[config.mk]
export PLATFORM = sky130hd
export DESIGN_NAME = serial_adder
export DESIGN_NICKNAME = d
export VERILOG_FILES = /design/src/rtl/serial_adder.sv
export SDC_FILE = /design/constraint.sdc
export NUM_CORES = 1
export LEC_CHECK = 0
export ABC_AREA = 0
export BUFFER_PORTS_ARGS = -buffer_cell sky130_fd_sc_hd__clkbuf_2
export CAP_MARGIN = 20
export CORE_AREA = 4 4 68 70
export CTS_CLUSTER_DIAMETER = 100
export DETAILED_ROUTE_END_ITERATION = 10
export DIE_AREA = 0 0 72 74
export PLACE_DENSITY_LB_ADDON = 0.05
export SETUP_SLACK_MARGIN = 0.15
export SLEW_MARGIN = 20
export SYNTH_ARGS = -nofsm -noshare
export SYNTH_HDL_FRONTEND = slang
export SYNTH_SLANG_ARGS = --single-unit
[constraint.sdc]
create_clock -name clk -period 2 [get_ports clk]
set_clock_uncertainty 0.1 [all_clocks]
set_input_delay 0.2 -clock clk [delete_from_list [all_inputs] [get_ports clk]]
set_output_delay 0.2 -clock clk [all_outputs]
set_load 0.02 [all_outputs]
[src/rtl/serial_adder.sv]
`default_nettype none
// ============================================================================
//  Module   : serial_adder
//  Purpose  : Digit-serial adder, DIGIT bits per clock, start/busy/done handshake.
//  Revision : 1.0  initial release
// ============================================================================
module serial_adder #(
    parameter int WIDTH = 8,
    parameter int DIGIT = 1
) (
    input  logic             clk,
    input  logic             rst_n,
    input  logic             start,
    input  logic [WIDTH-1:0] a,
    input  logic [WIDTH-1:0] b,
    input  logic             cin,
    output logic             busy,
    output logic             done,
    output logic [WIDTH-1:0] sum,
    output logic             cout,
    output logic             overflow
);

    localparam int C_N  = WIDTH / DIGIT;
    localparam int C_CW = (C_N > 1) ? $clog2(C_N) : 1;

    typedef enum logic [0:0] {
        S_IDLE = 1'b0,
        S_RUN  = 1'b1
    } state_t;

    state_t            r_state;
    logic [C_CW-1:0]   r_cnt;
    logic [WIDTH-1:0]  r_opa;
    logic [WIDTH-1:0]  r_opb;
    logic [WIDTH-1:0]  r_acc;
    logic [WIDTH-1:0]  r_sum;
    logic              r_carry;
    logic              r_amsb;
    logic              r_bmsb;
    logic              r_busy;
    logic              r_done;
    logic              r_cout;
    logic              r_ovf;

    logic [DIGIT:0]    w_slice;
    logic [WIDTH-1:0]  w_slice_top;
    logic [WIDTH-1:0]  w_acc_next;

    // One DIGIT-wide full-adder slice, reused every RUN cycle.
    assign w_slice     = {1'b0, r_opa[DIGIT-1:0]} + {1'b0, r_opb[DIGIT-1:0]}
                       + {{DIGIT{1'b0}}, r_carry};
    assign w_slice_top = WIDTH'(w_slice[DIGIT-1:0]) << (WIDTH - DIGIT);
    // New digits enter at the MSB end so the last slice lands in place.
    assign w_acc_next  = (r_acc >> DIGIT) | w_slice_top;

    always_ff @(posedge clk or negedge rst_n) begin
        if (!rst_n) begin
            r_state <= S_IDLE;
            r_cnt   <= '0;
            r_opa   <= '0;
            r_opb   <= '0;
            r_acc   <= '0;
            r_sum   <= '0;
            r_carry <= 1'b0;
            r_amsb  <= 1'b0;
            r_bmsb  <= 1'b0;
            r_busy  <= 1'b0;
            r_done  <= 1'b0;
            r_cout  <= 1'b0;
            r_ovf   <= 1'b0;
        end else begin
            r_done <= 1'b0;
            case (r_state)
                S_IDLE: begin
                    if (start) begin
                        r_opa   <= a;
                        r_opb   <= b;
                        r_carry <= cin;
                        r_amsb  <= a[WIDTH-1];
                        r_bmsb  <= b[WIDTH-1];
                        r_acc   <= '0;
                        r_cnt   <= '0;
                        r_busy  <= 1'b1;
                        r_state <= S_RUN;
                    end
                end
                S_RUN: begin
                    r_opa   <= r_opa >> DIGIT;
                    r_opb   <= r_opb >> DIGIT;
                    r_carry <= w_slice[DIGIT];
                    r_acc   <= w_acc_next;
                    r_cnt   <= r_cnt + C_CW'(1);
                    if (r_cnt == C_CW'(C_N - 1)) begin
                        r_sum   <= w_acc_next;
                        r_cout  <= w_slice[DIGIT];
                        r_ovf   <= (r_amsb == r_bmsb) && (w_acc_next[WIDTH-1] != r_amsb);
                        r_done  <= 1'b1;
                        r_busy  <= 1'b0;
                        r_state <= S_IDLE;
                    end
                end
                default: r_state <= S_IDLE;
            endcase
        end
    end

    assign busy     = r_busy;
    assign done     = r_done;
    assign sum      = r_sum;
    assign cout     = r_cout;
    assign overflow = r_ovf;

endmodule
`default_nettype wire

## Word-level counts from Yosys, hierarchy flattened

Index checks and enable logic that the tools add are counted.

- Output and inout port bits: 12
- Bits in registers: 43
- Input bits: 20
- Logic and storage cells: 45

- Bitwise operators: 2
- Mux-type cells: 18
- Add/subtract/negate cells: 3
- Eq/ne operators: 5
- Reductions and logical operators: 4

Operator list:

| operator | number |
|---|---|
| one-hot mux 8 bit (2 select lines) | 3 |
| two-way mux 8 bit | 3 |
| OR 7 x 8 -> 8 bit | 1 |
| two-way mux 1 bit | 7 |
| one-hot mux 1 bit (2 select lines) | 3 |
| one-hot mux 3 bit (2 select lines) | 1 |
| AND reduction 2 bit | 3 |
| adder 3 x 1 -> 3 bit (second input constant) | 1 |
| == test 3 bit (second input constant) | 1 |
| two-way mux 3 bit | 1 |
| adder 1 x 1 -> 2 bit | 1 |
| adder 2 x 1 -> 2 bit | 1 |
| inequality test 2 x 1 -> 1 bit (second input constant) | 1 |
| inequality test 2 bit (second input constant) | 1 |
| == test 1 bit | 1 |
| logical AND 1 bit | 1 |
| inequality test 1 bit | 1 |
| inverter 1 bit | 1 |

## Longest topological paths before layout

- Depth in word-level cells: 5
- Depth in mapped cells: 5
- Mapped depth without buffers: 5

## Least setup slack after synthesis

OpenSTA, ideal clock, no wires.

- Path type: register to register
- Start point: reg r_cnt[0]
- End point: reg r_sum[0], in the netlist sum[0]
- Buffers on the path: 0
- Clock period less this slack: 1.507 ns
- Path slack: 0.493 ns
- Required time: 1.775 ns
- Cell stages (with the launch flop): 5
- Data arrival time: 1.282 ns
- Cells stage by stage: dfrtp_1 -> ha_1 -> ha_1 -> nand2_2 -> mux2_2

- Longest elaborated chain between the ends: 2

RTL lines:

| what | line | RTL |
|---|---|---|
| start, declared | 33 | `logic [C_CW-1:0] r_cnt;` |
| start signal, assigned | 93 | `r_cnt <= r_cnt + C_CW'(1);` |
| == test 3 bit | 94 | `if (r_cnt == C_CW'(C_N - 1)) begin` |
| AND reduction 2 bit (no line) | n/a |  |
| end signal, assigned | 95 | `r_sum <= w_acc_next;` |
| end, declared | 37 | `logic [WIDTH-1:0] r_sum;` |

Every way passes these cells.
A chain may end at the register's enable or synchronous reset.

## Worst setup path in the final report

- Start point: reg r_cnt[0]
- End point: reg r_sum[2], in the netlist sum[2]

Same word-level chain as after synthesis.

==> metrics.cfg <==
[status]
outcome = finished clean

[clock_network]
clockBufferDepth = 2
cts_htree_levels = 2
clk_latency_ns = 0.29
cts_resized = 0
cts-root-buf = clkbuf_8
cts_tree = built
cts_buffers = 5
post-cts-setup-buffers = 0
postCtsHoldBufs = 1
path_clk_slew_ns = 0.08
cts.sinks = 42

[drt]
first_pass_iters = 4
num_vias = 1198
routed_via_density = 5.120
ant_nets = 0
drt_iter0_markers = 76
detail_route.wl_per_cell_microns = 14.04
route.detailed.drc = 0
drt_wl_total_microns = 3285

[synth]
synthCells = 148
synthTopCellsByArea = dfrtp_1 (59%), mux2i_1 (11%), mux2_2 (6.9%)
yosys_warnings = 0
synth_seq_cells = 42
synth_cell_type_count = 22
netlist_area_sq_mm = 0.001783
synthSimpleGateAreaFrac_pct = 7.579
synth-xor-area-share_pct = 0
yosys.area.top_type_share_pct = 58.95
synth_fp_nets = 172
synth_top_family_by_area = multiplexers
synth_adder_area_share_pct = 3.228
synth_top_area_cell = dfrtp_1
syn_avg_cell_area_sq_um = 12.05
ys_seq_area_share_pct = 58.95
synth_mux_area_share_pct = 17.61
synth_compound_area_share_pct = 8.491

[floorplan]
coreArea_sq_mm = 0.003971
initial_core_util_pct = 44.90
core.rowCount = 23
die_width_microns = 72
die-area_sq_mm = 0.005328
die_h_microns = 74
io_pins = 32

[job]
maxCapViolCount = 0

[global_routing]
use_met3_pct = 3.649
met1_usage_pct = 18.27
use_met2_pct = 22.24
grt_pass1_vias = 1240
grt_start_max_net_pins = 27
antenna_found_initial = 0
top_usage_layer = met2
gr-total-overflow = 0
grt_pass1_wl_microns = 5754
grt.total_usage_pct = 14.11

[place]
dp_worst_setup_slack_ns = 0.3413
placed_cells = 226
place_hpwl_microns = 2345
gp_congestion = 0.7025
io_buffers = 31

[critical_path]
reg2reg_depth = 4
critical_path_class = register to register
cp_top_family = adder cells
r2r_start = r_cnt[0]
path_max_fanout = 10
arrival_ns = 1.74
crit_buf_inv = 0
crit_path_max_incr_delay_ns = 0.39
worstSetupStartpointType = register
cpMostUsedCell = ha_1
cp_slowest_cell = dfrtp_1
crit_path_end_kind = register
ff2ff_setup_slack_ns = 0.34
worstPathCellList = ha_1 -> ha_1 -> nand2_2 -> mux2_2
worstPathRequired_ns = 2.08
rr_endpoint = sum[2]

[finish]
final_util_pct = 53.21
instances_no_fill = 234
fillers = 379
multiInputGateArea_sq_um = 658.1
n_antenna_cell = 0
final_nets = 208
drive_gt1_share_pct = 29.89
syn_to_final_growth_pct = 18.53
seqCellArea_sq_mm = 0.001051

[power]
cellPowerDensity_mw_per_mm2 = 1499
seqPwrFrac_pct = 44.8
total_power_mw = 3.168
combPwrFrac_pct = 33.9
irDropWorstVdd_uv = 476.9
p_sw_mw = 1.075
leakage_nw = 1.074
p_int_mw = 2.093
swShare_pct = 33.94
power_frac_clock_pct = 21.4

[sta]
setup_violations = 0
setup_ws_ns = 0.3387
setup_tns_ns = 0
hold_viol = 0
rsz0062_at_grt = no
tightest_slew_ns = 0.4805
min_period_over_period_pct = 83.06
drv_slew = 0
fmax_mhz = 602.0
min_period_ns = 1.661
relSlewSlack_pct = 67.85

[hold_path]
worstHoldPathCells = 2
worstHoldStart = b[7]
hp-class = input pin to register
hold_end = r_bmsb

[cells in the mapped netlist]
master    number
mux2i_1       19
mux2_2        11
o21ai_0       18
a31oi_1        1
fa_1           1
a21oi_1        1
buf_6          1
nor2b_1        1
nor2_1         5
buf_4          1
a22o_1         5
o22ai_1        1
nand2b_1       4
nand2_2        1
or3_1          1
dfrtp_1       42
nand2_1       18
inv_1          7
ha_1           3
clkbuf_1       1
nand3_1        1
buf_2          5
[cell type report]
class,instances,share of cell area [%]
clock buffers,6,3.908
well taps,50,2.960
clock inverters,1,1.421
inverters,7,1.243
multi-input cells,91,31.14
repair buffers,37,9.591
flip-flops and latches,42,49.73
[sequential cells by signal (all words and copies together) (netlist names), 3 cells and up]
name / flops
r_opa: 8
r_opb: 8
sum: 8
r_acc: 7
r_cnt: 3
[power by group through the flow]
stage	registers, mW	logic (mW)	clock network [mW]
after floorplan	1.50	0.690	0
after global placement	1.42	1.04	0
after detailed placement	1.44	1.08	0
after CTS	1.42	1.09	0.701
after global routing	1.47	1.21	0.739
final	1.42	1.07	0.677
[cell usage in the layout, fill, tap and decap left out]
cell / instances
nor2_1: 5
or3_1: 1
o22ai_1: 1
nand2_2: 1
dfrtp_1: 42
ha_1: 3
clkbuf_2: 31
inv_1: 7
dlygate4sd3_1: 1
fa_1: 1
bufinv_16: 1
a21oi_1: 1
clkbuf_8: 6
o21ai_0: 18
nand3_1: 1
mux2i_1: 19
mux2_2: 11
buf_4: 5
nand2_1: 18
nor2b_1: 1
a31oi_1: 1
a22o_1: 5
nand2b_1: 4
[metrics by stage]
stage	hold WS [ns]	cell area (sq um)
after detailed placement	-0.03054	1991
after global placement	-0.03718	1991
final	0.05901	2113
after floorplan	-0.1956	1783
after global routing	0.04794	2113
after CTS	0.04442	2113
[logic make-up (layout without fill, tap and decap cells)]
family          count (synthesis)  after routing
simple gates                   31             31
buf+inv                        15             51
compound gates                 26             26
flops                          42             42
mux                            30             30
fa+ha+maj                       4              4
[how the worst max path moves through the flow]
| stage | startpoint | end | slack (ns) | depth (start not counted) |
|---|---|---|---|---|
| after floorplan | r_cnt[0] | sum[0] | 0.49 | 4 |
| after global placement | r_cnt[0] | sum[4] | 0.41 | 4 |
| after detailed placement | r_cnt[0] | sum[2] | 0.34 | 4 |
| after CTS | r_cnt[0] | sum[2] | 0.33 | 4 |
| after global routing | r_cnt[0] | sum[2] | 0.28 | 4 |
| final | r_cnt[0] | sum[2] | 0.34 | 4 |
[layer usage]
layer	vias to the layer above	share of wire [%]
met5	-	0
met4	0	1.8
met3	5	4.9
met2	31	47
met1	583	46
li1	579	-
(Power assumes the default switching activity.)
